### src/rtl/scaler_sfft_pipe.sv
// Stochastic-bitstream radix-2 FFT: LOG2N registered butterfly stages plus per-point ones counters.
// Latency LOG2N cycles input-to-oReal/oImg; no backpressure, inputs are consumed every cycle oInReq is high.
module scaler_sfft_pipe #(
  parameter int NUMINPUTS = 8,
  parameter int LOG2N     = 3,
  parameter int STREAMLEN = 4096,
  parameter int CNTW      = 13
) (
  input  logic                      iClk,
  input  logic                      iRst,
  input  logic                      iClr,
  input  logic                      iStart,
  input  logic                      iInv,
  input  logic [NUMINPUTS-1:0]      iReal,
  input  logic [NUMINPUTS-1:0]      iImg,
  input  logic [NUMINPUTS/2-1:0]    iTwRe,
  input  logic [NUMINPUTS/2-1:0]    iTwIm,
  output logic                      oBusy,
  output logic                      oInReq,
  output logic                      oDone,
  output logic [NUMINPUTS-1:0]      oReal,
  output logic [NUMINPUTS-1:0]      oImg,
  output logic [NUMINPUTS*CNTW-1:0] oCntReal,
  output logic [NUMINPUTS*CNTW-1:0] oCntImg
);
  localparam int N    = NUMINPUTS;
  localparam int SCW  = 2 * LOG2N;
  localparam int CYCW = $clog2(STREAMLEN + LOG2N);
  localparam int PW   = LOG2N * N;

  typedef enum logic [1:0] {IDLE = 2'd0, RUN = 2'd1, DONE = 2'd2} state_t;

  state_t            r_state;
  state_t            w_next;
  logic [CYCW-1:0]   r_cyc;
  logic [SCW-1:0]    r_sc;
  logic              r_inv;
  logic [PW-1:0]     r_pipe_re;
  logic [PW-1:0]     r_pipe_im;
  logic [PW-1:0]     w_in_re;
  logic [PW-1:0]     w_in_im;
  logic [PW-1:0]     w_out_re;
  logic [PW-1:0]     w_out_im;
  logic [N*CNTW-1:0] r_cnt_re;
  logic [N*CNTW-1:0] r_cnt_im;
  logic              w_run;
  logic              w_last;
  logic              w_feed;
  logic              w_cnt_en;
  logic              w_start;

  assign w_run    = (r_state == RUN);
  assign w_last   = w_run && (r_cyc == CYCW'(STREAMLEN + LOG2N - 1));
  assign w_feed   = w_run && (r_cyc < CYCW'(STREAMLEN));
  assign w_cnt_en = w_run && (r_cyc >= CYCW'(LOG2N));
  assign w_start  = (r_state == IDLE) && iStart && !iClr;

  always_comb begin
    w_next = r_state;
    case (r_state)
      IDLE:    if (iStart) w_next = RUN;
      RUN:     if (w_last) w_next = DONE;
      DONE:    w_next = IDLE;
      default: w_next = IDLE;
    endcase
    if (iClr) w_next = IDLE;
  end

  always_ff @(posedge iClk) begin
    if (iRst) r_state <= IDLE;
    else      r_state <= w_next;
  end

  // Once the stream is exhausted, zeros flush the last samples through the stages.
  assign w_in_re[N-1:0] = w_feed ? iReal : '0;
  assign w_in_im[N-1:0] = w_feed ? iImg  : '0;

  for (genvar s = 1; s < LOG2N; s++) begin : g_link
    assign w_in_re[s*N +: N] = r_pipe_re[(s-1)*N +: N];
    assign w_in_im[s*N +: N] = r_pipe_im[(s-1)*N +: N];
  end

  for (genvar s = 0; s < LOG2N; s++) begin : g_stage
    localparam int H = 1 << s;
    for (genvar g = 0; g < N/2; g++) begin : g_bfly
      localparam int J  = g % H;
      localparam int P0 = (g / H) * 2 * H + J;
      localparam int P1 = P0 + H;
      localparam int K  = J * N / (2 * H);
      logic w_m, w_d, w_wr, w_wi, w_ar, w_ai, w_br, w_bi, w_tr, w_ti;
      assign w_m  = r_sc[2*s];
      assign w_d  = r_sc[2*s+1];
      assign w_wr = iTwRe[K];
      assign w_wi = iTwIm[K] ^ r_inv;
      assign w_ar = w_in_re[s*N+P0];
      assign w_ai = w_in_im[s*N+P0];
      assign w_br = w_in_re[s*N+P1];
      assign w_bi = w_in_im[s*N+P1];
      // Multiplexed scaled product b*W/2: m picks which partial product is sampled.
      assign w_tr = w_m ? ~(w_br ^ w_wr) : (w_bi ^ w_wi);
      assign w_ti = w_m ? ~(w_br ^ w_wi) : ~(w_bi ^ w_wr);
      assign w_out_re[s*N+P0] = w_d ? w_ar : w_tr;
      assign w_out_re[s*N+P1] = w_d ? w_ar : ~w_tr;
      assign w_out_im[s*N+P0] = w_d ? w_ai : w_ti;
      assign w_out_im[s*N+P1] = w_d ? w_ai : ~w_ti;
    end
  end

  always_ff @(posedge iClk) begin
    if (iRst || iClr) begin
      r_cyc     <= '0;
      r_sc      <= '0;
      r_inv     <= 1'b0;
      r_pipe_re <= '0;
      r_pipe_im <= '0;
      r_cnt_re  <= '0;
      r_cnt_im  <= '0;
    end else if (w_start) begin
      r_cyc     <= '0;
      r_sc      <= '0;
      r_inv     <= iInv;
      r_pipe_re <= '0;
      r_pipe_im <= '0;
      r_cnt_re  <= '0;
      r_cnt_im  <= '0;
    end else if (w_run) begin
      if (!w_last) r_cyc <= r_cyc + CYCW'(1);
      r_sc      <= r_sc + SCW'(1);
      r_pipe_re <= w_out_re;
      r_pipe_im <= w_out_im;
      if (w_cnt_en) begin
        for (int p = 0; p < N; p++) begin
          r_cnt_re[p*CNTW +: CNTW] <= r_cnt_re[p*CNTW +: CNTW] + CNTW'(r_pipe_re[(LOG2N-1)*N + p]);
          r_cnt_im[p*CNTW +: CNTW] <= r_cnt_im[p*CNTW +: CNTW] + CNTW'(r_pipe_im[(LOG2N-1)*N + p]);
        end
      end
    end
  end

  assign oBusy    = w_run;
  assign oInReq   = w_feed;
  assign oDone    = (r_state == DONE);
  assign oReal    = r_pipe_re[(LOG2N-1)*N +: N];
  assign oImg     = r_pipe_im[(LOG2N-1)*N +: N];
  assign oCntReal = r_cnt_re;
  assign oCntImg  = r_cnt_im;

endmodule

### config.mk
export PLATFORM = sky130hd
export DESIGN_NAME = scaler_sfft_pipe
export DESIGN_NICKNAME = d
export VERILOG_FILES = /design/src/rtl/scaler_sfft_pipe.sv
export SDC_FILE = /design/constraint.sdc
export NUM_CORES = 1
export LEC_CHECK = 0
export CAP_MARGIN = 30
export CELL_PAD_IN_SITES_DETAIL_PLACEMENT = 1
export CELL_PAD_IN_SITES_GLOBAL_PLACEMENT = 1
export CORE_ASPECT_RATIO = 0.8
export CORE_MARGIN = 3
export CORE_UTILIZATION = 43
export CTS_CLUSTER_SIZE = 10
export DETAILED_ROUTE_END_ITERATION = 12
export GPL_TIMING_DRIVEN = 0
export MAX_ROUTING_LAYER = met4
export PLACE_DENSITY_LB_ADDON = 0.3
export RECOVER_POWER = 50
export SLEW_MARGIN = 30
export SYNTH_ARGS = -nofsm -noshare
export SYNTH_HDL_FRONTEND = slang
export SYNTH_SLANG_ARGS = --single-unit
### constraint.sdc
create_clock -name iClk -period 6.2 [get_ports iClk]
set_input_delay 1.55 -clock iClk [delete_from_list [all_inputs] [get_ports iClk]]
set_output_delay 1.55 -clock iClk [all_outputs]
set_load 0.005 [all_outputs]
==> results of run 1 <==
[layout make-up]
type,count,share of cell area [%]
sequential,278,30.8
multi-input combinational,1252,43.4
inverter,33,0.686
antenna,1,0.0139
buffer,131,3.68
clock inverter,1,0.0485
timing repair buffer,254,14.1
tap,420,2.91
clock buffer,33,4.34
[registers in the layout, summed over array words and instances, names as in the netlist]
| name | cells |
|---|---|
| oCntImg | 104 |
| r_state | 2 |
| r_pipe_im | 24 |
| r_sc | 6 |
| oCntReal | 104 |
| r_inv | 1 |
| r_cyc | 13 |
| r_pipe_re | 24 |
[cells in the mapped netlist, drive strengths merged, types with 14 or more instances]
| master | count |
|---|---|
| xnor2 | 19 |
| and2 | 15 |
| and4 | 19 |
| clkbuf | 63 |
| nor3 | 14 |
| or4 | 111 |
| a32o | 14 |
| and3 | 20 |
| dfxtp | 278 |
| nand4 | 53 |
| or3 | 63 |
| o21ai | 73 |
| xor2 | 22 |
| o31ai | 110 |
| nor2 | 55 |
| mux2i | 15 |
| nand3 | 77 |
| ha | 35 |
| nor4 | 26 |
| buf | 68 |
| a21oi | 220 |
| inv | 33 |
| nand2 | 164 |
[stage by stage]
stage                     setup slack (ps)  instance area [um^2]  total power, uW  hold WS (ps)  util, %
after detailed placement              1760                 17300             2000           475     54.0
after global placement                1850                 17300             2000           455     54.0
final                                 1300                 18100             3570           479     56.4
after global routing                  1240                 18100             3670           496     56.4
after floorplan                       3290                 14200             1930           444        -
after CTS                             1340                 18100             3580           482     56.5
[cells by family (layout without fill, tap and decap cells)]
group	after synthesis	count (layout)	synth area share, %
AO/OA/AOI/OAI	492	492	21.6
XOR/XNOR	41	41	2.53
adder cells (fa/ha/maj)	35	35	3.08
buffers and inverters	164	452	5.64
flip-flops	278	278	39.2
multiplexers	15	15	1.06
other	0	1	0
AND/OR/NAND/NOR	669	669	27.0
[where the power goes]
part           total, uW  internal (uW)  switching [uW]
clock               1600            877             727
combinational        171           55.3             116
sequential          1800           1790            7.41
[how the worst min path moves through the flow]
stage,from,endpoint,slack [ps],depth (start not counted)
6_report,oCntReal[52],oCntReal[52],480,2
5_1_grt,oCntReal[52],oCntReal[52],500,2
4_1_cts,oCntImg[51],oCntImg[51],480,2
3_5_place_dp,oCntImg[51],oCntImg[51],470,2
3_3_place_gp,r_pipe_re[8],r_pipe_re[16],460,2
2_1_floorplan,r_pipe_im[8],r_pipe_im[16],440,2
[metal layers]
layer / vias to the layer above / track usage, % / routed length, um
met2: 666 / 50.7 / 26300
met5: - / - / 0
li1: 7012 / - / -
met3: 157 / 6.52 / 4690
met1: 7760 / 44.4 / 26200
met4: 0 / 12.6 / 2490
[critical path, cell delays in order (launching register included)]
cell and delay (ps):
dfxtp_1 430, nand2b_1 70, buf_2 190, inv_2 290, buf_4 320, buf_2 300, clkbuf_1 540, clkdlybuf4s50_1 620
==> flow_metrics.env, run 1 <==
export IMPL_vias=15600
export IMPL_r2r_cells=6
export IMPL_seqCellArea_um2=5570
export IMPL_hold_path_class="flop to flop"
export IMPL_drcViolationCount=0
export IMPL_start_util_pct=44.4
export IMPL_synth_enable_flop_cells=0
export IMPL_multi_input_area_um2=7850
export IMPL_num_rows=58
export IMPL_cap_violations=0
export IMPL_clock_latency_ps=570
export IMPL_drive_above_1_share_pct=5.40
export IMPL_finalHoldViolations=0
export IMPL_cts_setup_buffers=0
export IMPL_wirelength_um=59600
export IMPL_dpl_cell_count=2368
export IMPL_yosysWarningCount=0
export IMPL_antenna_found_initial=1
export IMPL_worst_slew_pin_slew_ps=1120
export IMPL_die_w_um=209
export IMPL_path_max_fanout=10
export IMPL_area_growth_pct=27.2
export IMPL_yosys_most_used_dff="dfxtp_1"
export IMPL_post_cts_resized=0
export IMPL_cts_tree="built"
export IMPL_setup_viol=0
export IMPL_endpoint_kind="output pin"
export IMPL_clkSinkCount=278
export IMPL_clock_path_buffers=3
export IMPL_synth_top_cell_by_area="dfxtp_1"
export IMPL_seq_area_frac_synth_pct=39.2
export IMPL_cts_buffers=31
export IMPL_critPathLaunchType="flop"
export IMPL_powerDensity_nw_per_um2=198
export IMPL_synthArstFlopShare_pct=0
export IMPL_final_nets=2045
export IMPL_syn_area_um2=14200
export IMPL_rsz0062_at_grt="false"
export IMPL_cp_required_ps=4650
export IMPL_ant_nets=0
export IMPL_n_fill_cell=3819
export IMPL_root_buffer="clkbuf_16"
export IMPL_drt_initial_drc_count=1320
export IMPL_overflow=0
export IMPL_crit_end="oBusy"
export IMPL_grt_max_degree=16
export IMPL_place_gp_congestion=0.940
export IMPL_fin_cells=2403
export IMPL_p_leak_uw=0.00623
export IMPL_ctsHoldBuffers=0
export IMPL_grt_use_total_pct=33.4
export IMPL_final_cell_mix="dfxtp_1 (278), a21oi_1 (220), dlygate4sd3_1 (216)"
export IMPL_die_h_um=169
export IMPL_crit_arrival_ps=3350
export IMPL_timing_rr_start="r_state[0]"
export IMPL_max_freq_mhz=204
export IMPL_final_common_cell="dfxtp_1"
export IMPL_post_synth_cell_area_avg_um2=8.39
export IMPL_first_pass_iters=7
export IMPL_io_pins=256
export IMPL_core_um2=32000
export IMPL_grt_pass1_wl_um=92200
export IMPL_via_per_inst=6.49
export IMPL_routedWlPerCell_um=24.8
export IMPL_outcome="completed"
export IMPL_netlist_top_cells_area="dfxtp_1 (39%), a21oi_1 (7.8%), or4_1 (5.9%)"
export IMPL_peakVddDrop_uv=189
export IMPL_r2r_end="r_sc[0]"
export IMPL_grt_pass1_vias=15700
export IMPL_hpwl_um=43300
export IMPL_maxSlewViolCount=0
export IMPL_timing_slew_headroom_pct=25.3
export IMPL_clock_skew_ps=18.3
export IMPL_port_buffers=254
export IMPL_h_tree_depth=1
export IMPL_r2r_slack_ps=3140
export IMPL_synth_top_cell_area_share_pct=39.2
export IMPL_finalCritPeriodShare_pct=79.0
export IMPL_startpoint="r_state[0]"
export IMPL_ys_ff_latch=278
export IMPL_ys_types=67
export IMPL_critPathKind="flop to output pin"
export IMPL_die_area_um2=35300
export IMPL_synth_nets=1758
export IMPL_clk_pin_slew_ps=60
export IMPL_synthCells=1694
export IMPL_tns_ps=0
export IMPL_period_needed_ps=4900
Note: power is estimated with default switching activity, not from simulation.
==> inputs of run 2 (changes only) <==
--- a/config.mk
+++ b/config.mk
@@ -10,7 +10,7 @@
 export CELL_PAD_IN_SITES_GLOBAL_PLACEMENT = 1
 export CORE_ASPECT_RATIO = 0.8
 export CORE_MARGIN = 3
-export CORE_UTILIZATION = 43
+export CORE_UTILIZATION = 36
 export CTS_CLUSTER_SIZE = 10
 export DETAILED_ROUTE_END_ITERATION = 12
 export GPL_TIMING_DRIVEN = 0
==> constraint.sdc (replaced) <==
create_clock -name iClk -period 4.1 [get_ports iClk]
set_input_delay 1.025 -clock iClk [delete_from_list [all_inputs] [get_ports iClk]]
set_output_delay 1.025 -clock iClk [all_outputs]
set_load 0.005 [all_outputs]
==> flow_metrics.env, run 2 (synthesized netlist as in run 1, its figures left out) <==
export IMPL_outcome="completed"
export IMPL_vias=15400
export IMPL_whs_ps=471
export IMPL_tns_ps=0
export IMPL_critPathLaunchType="flop"
export IMPL_period_needed_ps=3960
export IMPL_power_frac_clock_pct=47.6
export IMPL_clock_skew_ps=29.0
export IMPL_r2r_slack_ps=990
export IMPL_cellInternalPower_uw=4310
export IMPL_cts_setup_buffers=0
export IMPL_maxSlewViolCount=0
export IMPL_p_sw_uw=1370
export IMPL_num_rows=64
export IMPL_p_leak_uw=0.00627
export IMPL_crit_arrival_ps=2930
export IMPL_routedWlPerCell_um=24.2
export IMPL_cap_violations=0
export IMPL_r2r_cells=6
export IMPL_start_util_pct=36.8
export IMPL_grt_pass1_vias=15400
export IMPL_io_pins=256
export IMPL_timing_rr_start="r_state[0]"
export IMPL_finalCritPeriodShare_pct=96.5
export IMPL_die_h_um=184
export IMPL_endpoint_kind="output pin"
export IMPL_pwr_share_comb_pct=4.5
export IMPL_first_pass_iters=5
export IMPL_ctsHoldBuffers=0
export IMPL_finalHoldViolations=0
export IMPL_hold_path_cell_count=2
export IMPL_clkSinkCount=278
export IMPL_setup_viol=0
export IMPL_cts_buffers=34
export IMPL_worst_slew_pin_slew_ps=1040
export IMPL_final_cell_mix="dfxtp_1 (278), a21oi_1 (220), dlygate4sd3_1 (213)"
export IMPL_p_sw_share_pct=24.0
export IMPL_core_um2=38600
export IMPL_critPathKind="flop to output pin"
export IMPL_grt_use_total_pct=28.6
export IMPL_overflow=0
export IMPL_setup_slack_ps=142
export IMPL_max_freq_mhz=253
export IMPL_n_fill_cell=4597
export IMPL_worstHoldStart="r_pipe_re[8]"
export IMPL_rsz0062_at_grt="false"
export IMPL_r2r_end="oCntImg[0]"
export IMPL_p_seq_share_pct=47.9
export IMPL_peakVddDrop_uv=214
export IMPL_post_cts_resized=0
export IMPL_h_tree_depth=2
export IMPL_diodes=0
export IMPL_via_per_inst=6.11
export IMPL_antenna_found_initial=1
export IMPL_clk_pin_slew_ps=60
export IMPL_ant_nets=0
export IMPL_die_area_um2=41900
export IMPL_hold_path_class="flop to flop"
export IMPL_whs_endpoint="r_pipe_re[16]"
export IMPL_root_buffer="clkbuf_16"
export IMPL_hpwl_um=44400
export IMPL_final_common_cell="dfxtp_1"
export IMPL_grt_max_degree=20
export IMPL_timing_slew_headroom_pct=30.6
export IMPL_drcViolationCount=0
export IMPL_drive_above_1_share_pct=5.73
export IMPL_die_w_um=228
export IMPL_place_gp_congestion=0.933
export IMPL_grt_pass1_wl_um=92400
export IMPL_wirelength_um=60800
export IMPL_path_max_fanout=19
export IMPL_final_nets=2047
export IMPL_port_buffers=254
export IMPL_cts_tree="built"
export IMPL_clock_path_buffers=3
export IMPL_powerDensity_nw_per_um2=310
export IMPL_cp_required_ps=3070
export IMPL_area_growth_pct=28.9
export IMPL_post_place_ws_ps=123
export IMPL_drt_initial_drc_count=1213
export IMPL_clock_latency_ps=530
==> run 2: cell count changes in the layout (fill, tap and decap cells not counted), sizes merged <==
cell           before  now
buf                53   50
clkbuf            111  118
clkdlybuf4s50      38   41
clkinv              0    3
diode               1    0
dlygate4sd3       216  213
==> run 2: worst max-delay path: stages (launching register included) <==
cell	delay [ps]
dfxtp_1	420
nand2b_1	80
buf_2	190
inv_2	320
buf_4	330
buf_2	440
clkdlybuf4s50_1	600
==> run 2: per-layer routing <==
layer,vias up,track usage [%],wire length (um)
li1,7024,-,-
met1,7724,38.5,27700
met2,532,43.9,27300
met3,107,4.88,4020
met4,0,9.21,1780
met5,-,-,0
==> run 2: area by class of cell <==
type	count	area (um^2)	share of cell area (%)
Buffer	130	659	3.60
Inverter	33	124	0.676
Sequential cell	278	5570	30.4
Multi-Input combinational cell	1252	7860	42.9
Clock inverter	4	23.8	0.130
Clock buffer	38	887	4.84
Tap cell	528	661	3.61
Timing Repair Buffer	254	2540	13.9
==> run 2: how the worst max path moves through the flow <==
stage | startpoint | to | cells past startpoint
final | r_state[0] | oBusy | 6
after global routing | r_state[0] | oBusy | 6
after CTS | r_state[1] | oBusy | 6
after detailed placement | iStart | r_sc[4] | 7
after global placement | iStart | r_sc[0] | 7
after floorplan | iStart | r_cyc[0] | 6
==> run 2: power groups by stage <==
stage                     sequential, uW  clock (uW)  combinational (uW)
final                               2720        2700                 257
after global routing                2720        2840                 274
after global placement              2780           0                 248
after detailed placement            2780           0                 253
after CTS                           2720        2730                 255
after floorplan                     2770           0                 138
==> run 2: per-stage QoR <==
| stage | util (%) | cells | power (uW) | cell area, um^2 |
|---|---|---|---|---|
| after global placement | 45.1 | 2476 | 3030 | 17400 |
| after CTS | 47.5 | 2517 | 5710 | 18300 |
| after detailed placement | 45.1 | 2476 | 3030 | 17400 |
| after global routing | 47.5 | 2517 | 5830 | 18300 |
| final | 47.5 | 2517 | 5680 | 18300 |
| after floorplan | - | 1694 | 2910 | 14200 |
==> inputs of run 3 (changes only) <==
--- a/config.mk
+++ b/config.mk
@@ -6,7 +6,7 @@
 export NUM_CORES = 1
 export LEC_CHECK = 0
 export CAP_MARGIN = 30
-export CELL_PAD_IN_SITES_DETAIL_PLACEMENT = 1
+export CELL_PAD_IN_SITES_DETAIL_PLACEMENT = 0
 export CELL_PAD_IN_SITES_GLOBAL_PLACEMENT = 1
 export CORE_ASPECT_RATIO = 0.8
 export CORE_MARGIN = 3
==> flow_metrics.env, run 3 (synthesized netlist as in run 1, its figures left out) <==
export IMPL_p_sw_share_pct=23.3
export IMPL_critPathBufInv=5
export IMPL_core_um2=38600
export IMPL_grt_max_degree=20
export IMPL_clock_latency_ps=510
export IMPL_power_frac_clock_pct=48.1
export IMPL_clock_skew_ps=13.9
export IMPL_first_pass_iters=5
export IMPL_critPathKind="flop to output pin"
export IMPL_finalCritPeriodShare_pct=95.3
export IMPL_hold_path_class="flop to flop"
export IMPL_die_h_um=184
export IMPL_num_rows=64
export IMPL_clkSinkCount=278
export IMPL_final_nets=2047
export IMPL_root_buffer="clkbuf_16"
export IMPL_overflow=0
export IMPL_whs_ps=477
export IMPL_finalHoldViolations=0
export IMPL_die_area_um2=41900
export IMPL_maxSlewViolCount=0
export IMPL_max_freq_mhz=256
export IMPL_grt_use_total_pct=26.6
export IMPL_cpLargestDelayFamily="buffers and inverters"
export IMPL_ant_nets=0
export IMPL_io_pins=256
export IMPL_drive_above_1_share_pct=5.73
export IMPL_critPathMostFrequentCell="buf_2"
export IMPL_wirelength_um=55900
export IMPL_clk_pin_slew_ps=60
export IMPL_period_needed_ps=3910
export IMPL_crit_arrival_ps=2880
export IMPL_die_w_um=228
export IMPL_timing_slew_headroom_pct=29.1
export IMPL_via_per_inst=5.98
export IMPL_diodes=0
export IMPL_slowest_delay_ps=590
export IMPL_p_sw_uw=1340
export IMPL_grt_pass1_vias=14100
export IMPL_outcome="completed"
export IMPL_vias=15100
export IMPL_peakVddDrop_uv=216
export IMPL_setup_viol=0
export IMPL_cp_required_ps=3070
export IMPL_drt_initial_drc_count=1513
export IMPL_cap_violations=0
export IMPL_final_common_cell="dfxtp_1"
export IMPL_path_max_fanout=19
export IMPL_endpoint_kind="output pin"
export IMPL_start_util_pct=36.8
export IMPL_powerDensity_nw_per_um2=312
export IMPL_antenna_found_initial=2
export IMPL_final_cell_mix="dfxtp_1 (278), a21oi_1 (220), dlygate4sd3_1 (211)"
export IMPL_cts_setup_buffers=0
export IMPL_clock_path_buffers=3
export IMPL_critPathLaunchType="flop"
export IMPL_path_cells="nand2b_1, buf_2, inv_2, buf_4, buf_2, clkdlybuf4s50_1"
export IMPL_hpwl_um=40900
export IMPL_worst_path_max_delay_cell="clkdlybuf4s50_1"
export IMPL_tns_ps=0
export IMPL_h_tree_depth=2
export IMPL_port_buffers=254
export IMPL_cellInternalPower_uw=4390
export IMPL_p_leak_uw=0.00628
export IMPL_cts_buffers=34
export IMPL_drcViolationCount=0
export IMPL_p_seq_share_pct=47.5
export IMPL_area_growth_pct=29.2
export IMPL_cts_tree="built"
export IMPL_pwr_share_comb_pct=4.4
export IMPL_rsz0062_at_grt="false"
export IMPL_grt_pass1_wl_um=85900
export IMPL_routedWlPerCell_um=22.2
export IMPL_worst_slew_pin_slew_ps=1060
export IMPL_place_gp_congestion=0.933
run 3: cell types whose count changed in the layout (fill, tap and decap cells not counted), sizes merged:
cell / change
clkinv: -3
clkbuf: +5
dlygate4sd3: -2
clkdlybuf4s50: +2
run 3: timing repair:
item | in CTS | in global routing
setup endpoints to repair | 1 | 0
hold buffers | 0 | 0
gates resized for setup | 0 | 0
run 3: tightest hold or removal path, cell delays in order, from the launching register on:
cell and delay, ps:
dfxtp_1 310, o31ai_1 60, a21oi_1 60
run 3: per-stage QoR:
step                total power (uW)  util (%)  instances  setup WS (ps)  instance area, um^2
finish                          5730      47.6       2519            191                18400
global route                    5900      47.6       2519            102                18400
CTS                             5760      47.6       2519            211                18400
detailed placement              3030      45.1       2476            178                17400
global placement                3030      45.1       2476            186                17400
floorplan                       2910         -       1694           1720                14200
run 3: layout make-up:
type                            count  area (um^2)
Buffer                            130          659
Clock buffer                       43          946
Clock inverter                      1         8.76
Fill cell                        3794        20200
Inverter                           33          124
Multi-Input combinational cell   1252         7850
Sequential cell                   278         5570
Tap cell                          528          661
Timing Repair Buffer              254         2540
run 3: layer usage:
metal	track usage [%]	wire length [um]	up-vias
met4	5.81	1040	0
met1	37.4	26100	7363
li1	-	-	7033
met2	39.9	24400	581
met5	-	0	-
met3	4.66	4430	77
run 3: power by group through the flow:
stage	Combinational [uW]	Sequential, uW	Clock [uW]
floorplan	138	2770	0
global placement	248	2780	0
detailed placement	249	2780	0
CTS	250	2720	2790
global route	270	2720	2910
finish	253	2720	2750
run 3: final timing paths:
check / startpoint / to / slack [ps] / cells past startpoint
min reg2reg: oCntReal[12] / oCntReal[12] / 480 / 2
max: r_state[1] / oBusy / 190 / 6
min: oCntReal[12] / oCntReal[12] / 480 / 2
max reg2reg: r_state[0] / r_sc[0] / 1140 / 6
